`config.mk`:
```
export PLATFORM = sky130hd
export DESIGN_NAME = mem_bus_arbiter_flat
export DESIGN_NICKNAME = d
export VERILOG_FILES = /design/src/rtl/mem_bus_arbiter_pkg.sv /design/src/rtl/mem_bus_arbiter_if.sv /design/src/rtl/mem_bus_arbiter_rr_arbiter2.sv /design/src/rtl/mem_bus_arbiter.sv /design/src/flat_wrapper.sv
export SDC_FILE = /design/constraint.sdc
export NUM_CORES = 1
export LEC_CHECK = 0
export ABC_CLOCK_PERIOD_IN_PS = 1700
export CORE_MARGIN = 1.5
export CORE_UTILIZATION = 40
export CTS_BUF_LIST = sky130_fd_sc_hd__clkbuf_2
export DETAILED_ROUTE_END_ITERATION = 10
export MAX_ROUTING_LAYER = met4
export PLACE_DENSITY = 0.75
export SYNTH_ARGS = -nofsm -noshare
export SYNTH_HDL_FRONTEND = slang
export SYNTH_SLANG_ARGS = --single-unit
```
`constraint.sdc`:
```
create_clock -name clk -period 1.7 [get_ports clk]
set_input_delay 0.255 -clock clk [delete_from_list [all_inputs] [get_ports clk]]
set_output_delay 0.255 -clock clk [all_outputs]
set_load 0.03 [all_outputs]
```
`src/rtl/mem_bus_arbiter_pkg.sv`:
```
// Shared types and constants for the two-master memory/IO bus arbiter.
package mem_bus_arbiter_pkg;

   localparam int unsigned AW = 9;
   localparam int unsigned DW = 16;

   localparam logic [1:0] MNONE  = 2'b00;
   localparam logic [1:0] MREAD  = 2'b01;
   localparam logic [1:0] MWRITE = 2'b10;

   localparam logic [AW-1:0] LEDADDR = 9'h100;
   localparam logic [AW-1:0] SWADDR  = 9'h140;

   typedef enum logic [1:0] {
      ST_IDLE     = 2'b00,
      ST_ACCESS   = 2'b01,
      ST_COMPLETE = 2'b10
   } state_e;

   typedef struct packed {
      logic [1:0]    cmd;
      logic [AW-1:0] addr;
      logic [DW-1:0] wdata;
   } req_t;

   // Encoding 11 is deliberately not a request.
   function automatic logic is_req(input logic [1:0] cmd);
      return (cmd == MREAD) || (cmd == MWRITE);
   endfunction

endpackage

```
`src/rtl/mem_bus_arbiter_if.sv`:
```
// Master-side and memory/IO-side signals of the arbiter, grouped as one bundle.
interface mem_bus_arbiter_if;
   import mem_bus_arbiter_pkg::*;

   logic [1:0]    m0_cmd;
   logic [AW-1:0] m0_addr;
   logic [DW-1:0] m0_wdata;
   logic [DW-1:0] m0_rdata;
   logic          m0_ready;
   logic [1:0]    m1_cmd;
   logic [AW-1:0] m1_addr;
   logic [DW-1:0] m1_wdata;
   logic [DW-1:0] m1_rdata;
   logic          m1_ready;
   logic [7:0]    ram_addr;
   logic          ram_we;
   logic [DW-1:0] ram_wdata;
   logic [DW-1:0] ram_dout;
   logic [7:0]    sw;
   logic [7:0]    led;
   logic [1:0]    grant;

   modport slave (
      input  m0_cmd, m0_addr, m0_wdata, m1_cmd, m1_addr, m1_wdata, ram_dout, sw,
      output m0_rdata, m0_ready, m1_rdata, m1_ready, ram_addr, ram_we, ram_wdata, led, grant
   );

   modport master (
      output m0_cmd, m0_addr, m0_wdata, m1_cmd, m1_addr, m1_wdata, ram_dout, sw,
      input  m0_rdata, m0_ready, m1_rdata, m1_ready, ram_addr, ram_we, ram_wdata, led, grant
   );

endinterface

```
`src/rtl/mem_bus_arbiter_rr_arbiter2.sv`:
```
// Two-requester round-robin picker; last_q remembers who owned the bus last.
module rr_arbiter2 (
   input  logic       clk,
   input  logic       rst_n,
   input  logic [1:0] req_i,
   input  logic       upd_i,
   output logic [1:0] gnt_c_o
);

   logic last_q;

   // On a tie the master that did not win last time goes first.
   always_comb begin
      gnt_c_o = req_i;
      if (req_i == 2'b11) gnt_c_o = last_q ? 2'b01 : 2'b10;
   end

   always_ff @(posedge clk or negedge rst_n) begin
      if (!rst_n)                  last_q <= 1'b1;
      else if (upd_i && |gnt_c_o)  last_q <= gnt_c_o[1];
   end

endmodule

```
`src/rtl/mem_bus_arbiter.sv`:
```
// Shares one RAM and the LED/switch I/O between two masters using fixed
// IDLE -> ACCESS -> COMPLETE transactions.
module mem_bus_arbiter
   import mem_bus_arbiter_pkg::*;
(
   input  logic              clk,
   input  logic              reset_n,
   mem_bus_arbiter_if.slave  bus
);

   state_e        state_q;
   req_t          lat_q;
   logic [1:0]    grant_q;
   logic [1:0]    ready_q;
   logic          ram_we_q;
   logic [7:0]    led_q;
   logic [DW-1:0] m0_rdata_q;
   logic [DW-1:0] m1_rdata_q;

   logic [1:0]    req_c;
   logic [1:0]    win_c;
   req_t          pick_c;
   logic [DW-1:0] rdata_c;

   assign req_c = {is_req(bus.m1_cmd), is_req(bus.m0_cmd)};

   rr_arbiter2 u_arb (
      .clk     (clk),
      .rst_n   (reset_n),
      .req_i   (req_c),
      .upd_i   (state_q == ST_IDLE),
      .gnt_c_o (win_c)
   );

   always_comb begin
      pick_c = '{cmd: bus.m0_cmd, addr: bus.m0_addr, wdata: bus.m0_wdata};
      if (win_c[1]) pick_c = '{cmd: bus.m1_cmd, addr: bus.m1_addr, wdata: bus.m1_wdata};
   end

   // RAM data only arrives in COMPLETE, so the read path is muxed live there.
   always_comb begin
      rdata_c = '0;
      if (lat_q.cmd == MREAD) begin
         if (!lat_q.addr[AW-1])          rdata_c = bus.ram_dout;
         else if (lat_q.addr == SWADDR)  rdata_c = {8'h00, bus.sw};
      end
   end

   always_ff @(posedge clk or negedge reset_n) begin
      if (!reset_n) begin
         state_q    <= ST_IDLE;
         lat_q      <= '0;
         grant_q    <= '0;
         ready_q    <= '0;
         ram_we_q   <= 1'b0;
         led_q      <= '0;
         m0_rdata_q <= '0;
         m1_rdata_q <= '0;
      end else begin
         case (state_q)
            ST_IDLE: begin
               if (|win_c) begin
                  lat_q    <= pick_c;
                  grant_q  <= win_c;
                  ram_we_q <= (pick_c.cmd == MWRITE) && !pick_c.addr[AW-1];
                  state_q  <= ST_ACCESS;
               end
            end
            ST_ACCESS: begin
               ram_we_q <= 1'b0;
               if (lat_q.cmd == MWRITE && lat_q.addr == LEDADDR) led_q <= lat_q.wdata[7:0];
               ready_q  <= grant_q;
               state_q  <= ST_COMPLETE;
            end
            ST_COMPLETE: begin
               if (grant_q[0]) m0_rdata_q <= rdata_c;
               if (grant_q[1]) m1_rdata_q <= rdata_c;
               ready_q <= '0;
               grant_q <= '0;
               state_q <= ST_IDLE;
            end
            default: state_q <= ST_IDLE;
         endcase
      end
   end

   assign bus.ram_addr  = lat_q.addr[7:0];
   assign bus.ram_wdata = lat_q.wdata;
   assign bus.ram_we    = ram_we_q;
   assign bus.led       = led_q;
   assign bus.grant     = grant_q;
   assign bus.m0_ready  = ready_q[0];
   assign bus.m1_ready  = ready_q[1];
   assign bus.m0_rdata  = (state_q == ST_COMPLETE && grant_q[0]) ? rdata_c : m0_rdata_q;
   assign bus.m1_rdata  = (state_q == ST_COMPLETE && grant_q[1]) ? rdata_c : m1_rdata_q;

endmodule

```
`src/flat_wrapper.sv`:
```
// flat-port wrapper written by rule: the top's interface ports become plain ports
module mem_bus_arbiter_flat import mem_bus_arbiter_pkg::*;
  (clk, reset_n, bus_m0_cmd, bus_m0_addr, bus_m0_wdata, bus_m1_cmd, bus_m1_addr, bus_m1_wdata, bus_ram_dout, bus_sw, bus_m0_rdata, bus_m0_ready, bus_m1_rdata, bus_m1_ready, bus_ram_addr, bus_ram_we, bus_ram_wdata, bus_led, bus_grant);
  mem_bus_arbiter_if bus_i ();
  input  logic clk;
  input  logic reset_n;
  input wire logic [$bits(bus_i.m0_cmd)-1:0] bus_m0_cmd;
  input wire logic [$bits(bus_i.m0_addr)-1:0] bus_m0_addr;
  input wire logic [$bits(bus_i.m0_wdata)-1:0] bus_m0_wdata;
  input wire logic [$bits(bus_i.m1_cmd)-1:0] bus_m1_cmd;
  input wire logic [$bits(bus_i.m1_addr)-1:0] bus_m1_addr;
  input wire logic [$bits(bus_i.m1_wdata)-1:0] bus_m1_wdata;
  input wire logic [$bits(bus_i.ram_dout)-1:0] bus_ram_dout;
  input wire logic [$bits(bus_i.sw)-1:0] bus_sw;
  output wire logic [$bits(bus_i.m0_rdata)-1:0] bus_m0_rdata;
  output wire logic [$bits(bus_i.m0_ready)-1:0] bus_m0_ready;
  output wire logic [$bits(bus_i.m1_rdata)-1:0] bus_m1_rdata;
  output wire logic [$bits(bus_i.m1_ready)-1:0] bus_m1_ready;
  output wire logic [$bits(bus_i.ram_addr)-1:0] bus_ram_addr;
  output wire logic [$bits(bus_i.ram_we)-1:0] bus_ram_we;
  output wire logic [$bits(bus_i.ram_wdata)-1:0] bus_ram_wdata;
  output wire logic [$bits(bus_i.led)-1:0] bus_led;
  output wire logic [$bits(bus_i.grant)-1:0] bus_grant;
  assign bus_i.m0_cmd = bus_m0_cmd;
  assign bus_i.m0_addr = bus_m0_addr;
  assign bus_i.m0_wdata = bus_m0_wdata;
  assign bus_i.m1_cmd = bus_m1_cmd;
  assign bus_i.m1_addr = bus_m1_addr;
  assign bus_i.m1_wdata = bus_m1_wdata;
  assign bus_i.ram_dout = bus_ram_dout;
  assign bus_i.sw = bus_sw;
  assign bus_m0_rdata = bus_i.m0_rdata;
  assign bus_m0_ready = bus_i.m0_ready;
  assign bus_m1_rdata = bus_i.m1_rdata;
  assign bus_m1_ready = bus_i.m1_ready;
  assign bus_ram_addr = bus_i.ram_addr;
  assign bus_ram_we = bus_i.ram_we;
  assign bus_ram_wdata = bus_i.ram_wdata;
  assign bus_led = bus_i.led;
  assign bus_grant = bus_i.grant;
  mem_bus_arbiter u_core (.clk(clk), .reset_n(reset_n), .bus(bus_i));
endmodule
```
==> results.yml, run 1 <==
outcome:
  status: "finished with violations"
  violations: "setup timing"
detailed_routing:
  routed_via_density: 4.92
  remaining_drc_errors: 0
  drt_iter0_markers: 37
  drt-wirelength-per-cell_um: 15.8
  postRouteAntennaNets: 0
  wl_mm: 9.98
  dr.pass1.iters: 4
  drt-met1-wl_mm: 4.43
  dr_wl_met3_um: 480
  dr_wl_met2_mm: 4.99
  dr.max_layer_used: "met4"
  vias: 3112
place:
  portBuffers: 148
  place_hpwl_mm: 6.96
  dp_cells: 591
  pre_cts_slack_ns: -0.339
  place_area_um2: 5550
  gp_congestion: 0.797
synthesis:
  ys_ff_latch: 75
  synth_nets: 422
  synth_edf_count: 0
  synth.distinct_cells: 38
  syn_inst: 338
  async_reset_ff_share_pct: 100
  synth-main-ff-cell: "dfrtp_1"
  syn_area_per_cell_um2: 10.5
  synth.cell_area_um2: 3550
  yosysWarnings: 0
  synth-seq-area-share_pct: 53.0
worst_setup_path:
  rrSetupSlack_ns: -0.29
  cp.required_ns: 1.44
  worstSetupEndpointType: "output pin"
  crit_path_end: "bus_m0_rdata[6]"
  r2r-end: "u_core.m0_rdata_q[0]"
  start_kind: "flop"
  worstPathArrival_ns: 2.31
  path_max_fanout: 8
  crit_type: "reg2out"
  reg2reg_depth: 8
  r2r_start: "u_core.bus.ram_addr[1]"
  crit_start: "u_core.bus.ram_addr[1]"
power_and_ir_drop:
  power.switching_fraction_pct: 43.6
  power.switching_w: 0.00442
  p_int_w: 0.00572
  irDropWorstVdd_uv: 816
  p_clk_share_pct: 10.9
  powerDensity_nw_per_um2: 1640
  power.leakage_nw: 2.90
  p_comb_share_pct: 60.6
  pwr-share-seq_pct: 28.5
clock_network:
  root_buffer: "clkbuf_2"
  htreeDepth: 3
  clock_sinks: 75
  clock_latency_ns: 0.50
  cts_tree: "done"
  clk_pin_slew_ns: 0.22
  numCtsBuffers: 9
  clock_path_buffers: 2
layout:
  finalNonFillerCells: 633
  nets: 604
  stdcell_area_um2: 6170
  antennaDiodeCount: 0
  drive_above_1_share_pct: 35.8
  area_growth_pct: 74.0
  fill_cells: 621
grt:
  antenna_found_initial: 0
  grt_pass1_wl_mm: 16.6
  grt_pass1_vias: 3297
  grt_start_max_net_pins: 39
  gr-total-overflow: 0
  grt_use_total_pct: 22.8
sta:
  worst_slack_ns: -0.870
  worstMarginPinSlew_ns: 0.499
  fmax_ghz: 0.389
  drv_slew: 0
  rsz0062_at_grt: "true"
  final-setup-viol-count: 48
  setup_tns_ns: -24.51
  post-route-min-period_ns: 2.57
  fin_skew_ns: 0.0321
  layout_worst_path_cycle_share_pct: 151
  relSlewSlack_pct: 66.7
  final-hold-violation-count: 0
floorplan:
  die_h_um: 97.2
  core_um2: 8640
  ios: 149
  row_count: 34
  die_area_um2: 9440
  die_w_um: 97.2
  initial_core_util_pct: 41.1
min_path:
  hold_path.class: "in2async"
run:
  drv_cap: 0
-- area by class of cell --
cell class / count / area (um^2) / area share [%]
clock buffer: 10 / 50.0 / 0.811
multi-input combinational: 212 / 1840 / 29.9
timing repair buffer: 211 / 2140 / 34.7
inverter: 11 / 41.3 / 0.669
sequential: 75 / 1880 / 30.4
tap: 108 / 135 / 2.19
clock inverter: 6 / 81.3 / 1.32
-- worst min-delay path by stage --
stage             from              endpoint  slack, ns  cells past startpoint
2_1_floorplan  reset_n   u_core.bus.grant[0]      -0.04                      0
3_3_place_gp   reset_n  u_core.m0_rdata_q[0]       0.25                      1
3_5_place_dp   reset_n  u_core.m0_rdata_q[0]       0.26                      1
4_1_cts        reset_n     u_core.ready_q[1]       0.19                      2
5_1_grt        reset_n     u_core.ready_q[1]       0.22                      2
6_report       reset_n     u_core.ready_q[0]       0.23                      2
-- layer usage --
metal	vias up	GRT usage (%)
met5	-	-
met4	0	7.02
met3	9	3.38
met2	126	37.4
met1	1483	29.2
li1	1494	-
-- cell families (layout without fill, tap and decap cells) --
logic type / count (synthesis) / count (layout) / share of synthesized area [%]
mux: 33 / 33 / 10.4
buf+inv: 51 / 238 / 8.33
flops: 75 / 75 / 53.0
simple gates: 88 / 88 / 11.8
compound gates: 85 / 85 / 14.6
xor+xnor: 2 / 2 / 0.494
fa+ha+maj: 4 / 4 / 1.41
-- through the flow --
step                hold WS (ns)  total power (W)  utilization (%)
finish                     0.231           0.0101             71.4
global route               0.218           0.0107             71.4
CTS                        0.187           0.0100             70.5
detailed placement         0.263          0.00851             64.3
global placement           0.249          0.00837             64.3
floorplan                -0.0406          0.00662                -
-- worst max-delay path, cell delays in order (launching register included) --
cell	delay, ns
dfrtp_1	0.42
or4b_4	0.56
nor3_4	0.25
buf_12	0.17
a22oi_2	0.11
o21ai_4	0.19
buf_6	0.15
-- power groups by stage --
stage / combinational, W / sequential (W) / clock, W
floorplan: 0.00359 / 0.00302 / 0
global placement: 0.00547 / 0.00290 / 0
detailed placement: 0.00557 / 0.00294 / 0
CTS: 0.00599 / 0.00289 / 0.00114
global route: 0.00655 / 0.00298 / 0.00121
finish: 0.00614 / 0.00289 / 0.00111
-- registers in the layout, summed over array words and instances (netlist names), 3 cells and up --
name / flops
u_core.bus.ram_wdata: 16
u_core.m0_rdata_q: 16
u_core.m1_rdata_q: 16
u_core.bus.led: 8
u_core.bus.ram_addr: 8
u_core.lat_q: 3
-- repair_timing --
action / 4_1_cts / 5_1_grt
endpoints found under the setup margin: 85 / 65
pin swaps: 18 / 9
hold buffers: 1 / 0
gates resized for setup: 107 / 14
setup buffers: 15 / 8
cloned: 2 / 0
endpoints found under the hold margin: 35 / 0
-- Yosys cell counts, types with 3 or more instances --
library cell / number / share of area, %
buf_4: 27 / 5.7
mux2_4: 8 / 3.4
nand2_1: 72 / 7.6
inv_1: 11 / 1.2
o21ai_1: 35 / 4.9
nand3b_1: 3 / 0.64
mux2i_1: 25 / 7.1
clkbuf_1: 11 / 1.2
dfrtp_1: 74 / 52
o21ai_0: 30 / 4.2
a22oi_2: 8 / 2.8
ha_1: 4 / 1.4
-- cell usage in the layout, fill, tap and decap left out, types with 2 or more instances in the layout --
master	Yosys	routed
buf_12	0	12
clkbuf_2	0	15
o21ai_0	30	16
nand3b_1	3	3
a22oi_2	8	8
o21ai_1	35	17
nand2_8	0	3
clkinv_2	0	2
buf_4	27	44
inv_1	11	11
buf_2	2	2
o21ai_4	0	31
dfrtp_1	74	74
mux2i_1	25	24
nand2_4	0	5
nand2_1	72	62
buf_6	0	37
clkdlybuf4s50_1	0	78
nand2_2	0	2
dlygate4sd2_1	0	28
o22ai_1	2	2
bufinv_16	0	2
xnor2_1	2	2
mux2_4	8	8
ha_2	0	2
ha_1	4	2
clkdlybuf4s15_2	0	2
nor2_1	2	2
(Power assumes the default switching activity.)
==> run 2: changes to the inputs <==
--- a/config.mk
+++ b/config.mk
@@ -5,13 +5,12 @@
 export SDC_FILE = /design/constraint.sdc
 export NUM_CORES = 1
 export LEC_CHECK = 0
-export ABC_CLOCK_PERIOD_IN_PS = 1700
 export CORE_MARGIN = 1.5
-export CORE_UTILIZATION = 40
+export CORE_UTILIZATION = 44
 export CTS_BUF_LIST = sky130_fd_sc_hd__clkbuf_2
 export DETAILED_ROUTE_END_ITERATION = 10
 export MAX_ROUTING_LAYER = met4
-export PLACE_DENSITY = 0.75
+export PLACE_DENSITY = 0.78
 export SYNTH_ARGS = -nofsm -noshare
 export SYNTH_HDL_FRONTEND = slang
 export SYNTH_SLANG_ARGS = --single-unit
==> constraint.sdc (replaced) <==
create_clock -name clk -period 2.6 [get_ports clk]
set_input_delay 0.39 -clock clk [delete_from_list [all_inputs] [get_ports clk]]
set_output_delay 0.39 -clock clk [all_outputs]
set_load 0.03 [all_outputs]
==> run 2 against run 1 <==
The flow still finishes with violations (setup timing); core utilization down 2.2 points; first-iteration DRC count up 92%; critical path depth unchanged; count of clock-buffer cells in the layout unchanged; final cell count down 6.3%; combinational power down 44%; critical path type unchanged.
==> results.yml, run 2 (synthesis results as in run 1) <==
grt:
  gr-total-overflow: 0
  grt_pass1_vias: 2995
  met3_usage_pct: 7.80
  antenna_found_initial: 0
  grtUsageMet2_pct: 34.4
  grt_use_met1_pct: 25.3
  grt_pass1_wl_mm: 14.1
  grt_use_total_pct: 21.4
  grt.busiest_layer: "met2"
  grt_start_max_net_pins: 76
floorplan:
  row_count: 32
  die_area_um2: 8610
  ios: 149
  initial_core_util_pct: 45.7
  core_um2: 7770
  die_w_um: 92.8
  die_h_um: 92.8
place:
  gp_congestion: 0.799
  place_hpwl_mm: 6.10
  portBuffers: 148
  dp_cells: 554
detailed_routing:
  vias: 2957
  routed_via_density: 4.99
  dr.pass1.iters: 6
  postRouteAntennaNets: 0
  remaining_drc_errors: 0
  drt_iter0_markers: 71
  drt-wirelength-per-cell_um: 14.9
  wl_mm: 8.81
sta:
  fmax_ghz: 0.363
  layout_worst_path_cycle_share_pct: 106
  hold_slack_ns: 0.00281
  final-hold-violation-count: 0
  relSlewSlack_pct: 37.4
  worstMarginPinSlew_ns: 0.939
  worst_slack_ns: -0.158
  final-setup-viol-count: 16
  fin_skew_ns: 0.0327
  post-route-min-period_ns: 2.76
  drv_slew: 0
  rsz0062_at_grt: "true"
  setup_tns_ns: -1.56
layout:
  area_growth_pct: 51.7
  antennaDiodeCount: 0
  mostFrequentLayoutCells: "115 x clkdlybuf4s50_1, 74 x dfrtp_1, 72 x nand2_1, 34 x buf_4, 32 x o21ai_1"
  nets: 570
  post-route-util_pct: 69.2
  finalNonFillerCells: 593
  drive_above_1_share_pct: 24.0
  mostFrequentLayoutCell: "clkdlybuf4s50_1"
power_and_ir_drop:
  irDropWorstVdd_uv: 503
  power_w: 0.00609
  power.leakage_nw: 2.48
  powerDensity_nw_per_um2: 1130
worst_setup_path:
  critical_path.slowest_cell: "or4_4"
  crit_chain: "or4_4 -> nor3_4 -> buf_6 -> a22oi_2 -> o21ai_1 -> buf_4"
  crit_type: "reg2out"
  crit_buf_inv: 2
  worstPathArrival_ns: 2.37
  rrSetupSlack_ns: 0.09
  start_kind: "flop"
  worstSetupEndpointType: "output pin"
  cp.required_ns: 2.21
  path_max_fanout: 7
  slowest_delay_ns: 0.58
  cp_top_family: "simple AND/OR/NAND/NOR gates"
clock_network:
  root_buffer: "clkbuf_2"
  clock_path_buffers: 2
  numCtsBuffers: 9
  cts_tree: "done"
  clock_latency_ns: 0.49
  htreeDepth: 3
  clk_pin_slew_ns: 0.22
  clock_sinks: 75
outcome:
  status: "finished with violations"
  violations: "setup timing"
run:
  drv_cap: 0
min_path:
  hold_path.class: "in2async"
run 2: cell count changes in the layout (fill, tap and decap cells not counted), sizes merged:
cell,before,now
buf,96,62
bufbuf,1,0
clkbuf,15,10
clkdlybuf4s15,2,0
clkdlybuf4s50,78,115
dlygate4sd2,28,0
dlygate4sd3,1,0
run 2: per-stage QoR:
stage	setup slack, ns	cell area (um^2)
4_1_cts	-0.161	5310
3_5_place_dp	0.324	4910
3_3_place_gp	0.363	4910
2_1_floorplan	0.234	3550
6_report	-0.158	5380
5_1_grt	-0.257	5380
run 2: path summary, 6_finish.rpt:
| kind | from | end | depth (start not counted) |
|---|---|---|---|
| worst max-delay path | u_core.bus.ram_addr[5] | bus_m0_rdata[3] | 6 |
| worst min-delay path | reset_n | u_core.m1_rdata_q[0] | 1 |
| worst max register to register | u_core.bus.ram_addr[5] | u_core.m0_rdata_q[4] | 14 |
| worst min register to register | u_core.u_arb.last_q | u_core.u_arb.last_q | 2 |
| max in group asynchronous | reset_n | u_core.bus.led[5] | 1 |
| min in group clk | bus_ram_dout[15] | u_core.m1_rdata_q[15] | 3 |
run 2: report_power, final:
| part | switching (W) | leakage (nW) | internal [W] |
|---|---|---|---|
| clock network | 0.000409 | 0.0821 | 0.000324 |
| logic | 0.00196 | 1.43 | 0.00150 |
| registers | 0.000263 | 0.971 | 0.00164 |
| total | 0.00263 | 2.48 | 0.00346 |
run 2: final cells by class:
type,instances,area [um^2]
clock inverters,6,90.1
well taps,102,128
multi-input cells,212,1440
clock buffers,10,50.0
flip-flops and latches,75,1880
inverters,11,41.3
fillers,583,2390
repair buffers,177,1750
run 2: per-layer routing:
layer | vias to the layer above | routed length [um]
met3 | 12 | 792
met4 | 0 | 138
met2 | 121 | 4280
li1 | 1440 | -
met5 | - | 0
met1 | 1384 | 3610
run 2: timing repair:
item / CTS / global route
hold buffers: 0 / 0
gates resized for setup: 24 / 29
setup buffers: 22 / 4
pin swaps: 16 / 8
setup endpoints to repair: 16 / 31
==> run 3: changes to the inputs <==
==> constraint.sdc (replaced) <==
create_clock -name clk -period 2.6 [get_ports clk]
set_input_delay 0.52 -clock clk [delete_from_list [all_inputs] [get_ports clk]]
set_output_delay 0.52 -clock clk [all_outputs]
set_load 0.03 [all_outputs]
==> run 3 against run 2 <==
The run still ends with setup timing left; non-clock buffer count is 5 lower; setup slack worse by 0.093 ns; clock power hardly changed; core utilization is 0.47 points lower; register-to-register slack better by 0.57 ns; total power is 1.0% lower; sequential power hardly changed.
==> results.yml, run 3 (synthesis results as in run 1) <==
run:
  drv_cap: 0
place:
  dp_cells: 555
  portBuffers: 148
  pre_cts_slack_ns: 0.170
  gp_congestion: 0.856
  place_hpwl_mm: 6.15
  place_area_um2: 4930
grt:
  grt_pass1_wl_mm: 14.1
  grt_use_total_pct: 21.3
  grt_pass1_vias: 2949
  grt_start_max_net_pins: 76
  gr-total-overflow: 0
  antenna_found_initial: 0
clock_network:
  clock_sinks: 75
  clk_pin_slew_ns: 0.21
  clock_path_buffers: 2
  clock_latency_ns: 0.52
  root_buffer: "clkbuf_2"
  cts_tree: "done"
  numCtsBuffers: 9
  htreeDepth: 3
sta:
  layout_worst_path_cycle_share_pct: 110
  post-route-min-period_ns: 2.85
  worstMarginPinSlew_ns: 0.935
  rsz0062_at_grt: "true"
  drv_slew: 0
  relSlewSlack_pct: 37.6
  final-setup-viol-count: 16
  final-hold-violation-count: 0
  worst_slack_ns: -0.251
  fin_skew_ns: 0.0307
  fmax_ghz: 0.351
floorplan:
  die_area_um2: 8610
  die_w_um: 92.8
  row_count: 32
  core_um2: 7770
  initial_core_util_pct: 45.7
  die_h_um: 92.8
  ios: 149
worst_setup_path:
  cp.required_ns: 2.08
  worstPathArrival_ns: 2.33
  crit_type: "reg2out"
  path_max_fanout: 8
  worstSetupEndpointType: "output pin"
  start_kind: "flop"
outcome:
  violations: "setup timing"
  status: "finished with violations"
layout:
  area_growth_pct: 50.6
  stdcell_area_um2: 5340
  finalNonFillerCells: 588
  post-route-util_pct: 68.8
  seq_area_um2: 1880
  antennaDiodeCount: 0
  mostFrequentLayoutCells: "115 x clkdlybuf4s50_1, 73 x dfrtp_1, 72 x nand2_1, 36 x buf_4, 34 x o21ai_1"
  mostFrequentLayoutCell: "clkdlybuf4s50_1"
  nets: 565
  drive_above_1_share_pct: 23.5
  multiInputGateArea_um2: 1460
  fill_cells: 594
power_and_ir_drop:
  power.leakage_nw: 2.44
  irDropWorstVdd_uv: 542
  powerDensity_nw_per_um2: 1130
  power_w: 0.00603
detailed_routing:
  remaining_drc_errors: 0
  routed_via_density: 5.02
  drt-wirelength-per-cell_um: 14.8
  vias: 2953
  dr.pass1.iters: 4
  wl_mm: 8.73
  drt_iter0_markers: 65
  postRouteAntennaNets: 0
min_path:
  hold_path.class: "in2async"
==> run 3: changes by cell type in the layout (fill, tap and decap cells not counted), sizes merged <==
cell / previous run / this run
buf: 62 / 57
clkbuf: 10 / 9
clkinvlp: 1 / 2
==> run 3: path summary, 6_finish.rpt <==
kind | startpoint | slack (ns) | end | depth (start not counted)
min in group clk | u_core.m0_rdata_q[0] | 0.51 | u_core.m0_rdata_q[0] | 2
max | u_core.bus.ram_addr[2] | -0.25 | bus_m1_rdata[5] | 6
max in group asynchronous | reset_n | 1.84 | u_core.lat_q[26] | 1
min reg2reg | u_core.m0_rdata_q[0] | 0.51 | u_core.m0_rdata_q[0] | 2
min | reset_n | 0.12 | u_core.m0_rdata_q[11] | 1
max reg2reg | u_core.bus.ram_addr[2] | 0.66 | u_core.bus.led[2] | 5
==> run 3: layout make-up <==
type                            instances  share of cell area [%]
Inverter                               11                   0.773
Tap cell                              102                    2.39
Sequential cell                        75                    35.2
Clock buffer                            9                   0.843
Multi-Input combinational cell        212                    27.3
Timing Repair Buffer                  172                    31.8
Clock inverter                          7                    1.73
==> run 3: metrics by stage <==
stage	hold WS (ns)	setup TNS [ns]
after floorplan	0.224	0
after global placement	0.462	0
after detailed placement	0.479	0
after CTS	0.123	-4.42
after global routing	0.130	-5.34
final	0.116	-3.39
==> run 3: metal layers <==
layer  up-vias  GRT usage (%)  routed length (um)  share of wire, %
met5         -              -                   0                 0
met4         0           5.30                  69              0.79
met3         7           7.06                 746               8.6
met2       120           34.3                4190                48
met1      1394           25.8                3720                43
li1       1432              -                   -                 -
==> run 3: where the power goes <==
group	internal [W]	switching (W)
Combinational	0.00145	0.00193
Clock	0.000314	0.000420
Sequential	0.00164	0.000271
Total	0.00341	0.00262
==> run 3: worst max-delay path, cell delays in order, from the launching register on <==
cell and delay [ns]:
dfrtp_1 0.43, or4_4 0.56, nor3_4 0.24, buf_12 0.16, a22oi_2 0.07, o21ai_1 0.18
buf_4 0.19
==> run 3: timing repair <==
action,CTS,global route
setup buffers,9,7
pin swaps,12,12
gates resized for setup,29,25
endpoints found under the setup margin,32,32
hold buffers,0,0
gates cloned,0,1
==> variant, RTL diff (config.mk and constraints of run 3) <==
Set the package constant `AW` to 10 (it was 9).
--- a/src/rtl/mem_bus_arbiter_pkg.sv
+++ b/src/rtl/mem_bus_arbiter_pkg.sv
@@ -1,7 +1,7 @@
 // Shared types and constants for the two-master memory/IO bus arbiter.
 package mem_bus_arbiter_pkg;
 
-   localparam int unsigned AW = 9;
+   localparam int unsigned AW = 10;
    localparam int unsigned DW = 16;
 
    localparam logic [1:0] MNONE  = 2'b00;
Interface: changed (resized bus_m0_addr and bus_m1_addr); port bits go from 149 to 151. The function was not compared with the original's and may differ.
==> variant against run 3 <==
Setup slack better by 460 ps. Combinational power is 8.0% lower. Sequential cell count is 1 higher. Cell count is 4.9% lower. Wire length is 12% lower. Synthesized area is 3.4% lower. Count of clock-buffer cells in the layout is 1 higher. Design area is 8.1% lower. Total power is 6.0% lower. Critical path depth stayed put. Largest cell class unchanged. Largest power group unchanged.
==> variant: results (changes against run 3) <==
INFO  metric worstReg2RegStart = u_core.state_q[1]
INFO  metric timing.rr.end = u_core.bus.led[4]
INFO  metric post_synth_mux_area_share = 0.110 (+0.00553)
INFO  metric postSynthNetCount = 420 (-0.47%)
INFO  metric worst_path_dominant_cell_family = buffers and inverters
INFO  metric ctsHoldBuffers = 1 (+1)
INFO  metric clock_latency = 470 ps (-50 ps)
INFO  metric m1WireLength = 3.21 mm (-14%)
INFO  metric grtUsageTotal = 0.196 (-0.0170)
INFO  metric dp_hpwl = 5.87 mm (-4.6%)
INFO  metric worst_path_max_delay_cell = sky130_fd_sc_hd__dfrtp_1
INFO  metric wl_met2 = 4.08 mm (-2.5%)
INFO  metric timing.critical_path.slowest_cell_delay = 440 ps (-120 ps)
INFO  metric clock-skew-final = 35.5 ps (+4.79 ps)
INFO  metric status = finished clean
INFO  metric synthXorXnorAreaFrac = 0.00767 (+0.00273)
INFO  metric multi_input_area_share = 0.261 (-0.0118)
INFO  metric count_of_routing_violations_after_the_opening_detailed_route_iteration = 86 (+32%)
INFO  metric finish.utilization = 0.662 (-0.0253)
INFO  metric grt_pass1_vias = 2,609 (-12%)
INFO  metric nNetsFinal = 541 (-4.2%)
INFO  metric global_route_wire_length_before_repair = 12.5 mm (-11%)
INFO  metric power_leakage = 2.22 nW (-9.1%)
INFO  metric crit_path_start = u_core.state_q[0]
INFO  metric yosysSeqAreaShare = 0.556 (+0.0261)
INFO  metric fillers = 597 (+0.51%)
INFO  metric synth_compound_area_frac = 0.114 (-0.0321)
INFO  metric synthTopCellsByArea = sky130_fd_sc_hd__dfrtp_1, sky130_fd_sc_hd__o21ai_0, sky130_fd_sc_hd__nand2_1
INFO  metric met3_length = 322 microns (-57%)
INFO  metric storage_element_area = 1900 sq um (+1.3%)
==> variant: cell types whose count changed after synthesis, moves of 2 or more <==
| cell | run 3 | this run |
|---|---|---|
| sky130_fd_sc_hd__xor2_1 | 0 | 2 |
| sky130_fd_sc_hd__a22oi_2 | 8 | 0 |
| sky130_fd_sc_hd__o21ai_0 | 30 | 62 |
| sky130_fd_sc_hd__nand2_1 | 72 | 81 |
| sky130_fd_sc_hd__mux2_2 | 0 | 9 |
| sky130_fd_sc_hd__a21oi_1 | 0 | 3 |
| sky130_fd_sc_hd__mux2_4 | 8 | 1 |
| sky130_fd_sc_hd__o211ai_1 | 0 | 2 |
| sky130_fd_sc_hd__inv_1 | 11 | 9 |
| sky130_fd_sc_hd__o21ai_1 | 35 | 1 |
==> variant: stage by stage <==
stage	setup slack [ps]	hold slack [ps]	power, mW	std cells
floorplan	167	224	3.99	334
global placement	321	463	4.95	542
detailed placement	276	471	5.04	542
CTS	1.28	489	5.68	559
global route	28.2	486	6.06	559
finish	213	505	5.66	559
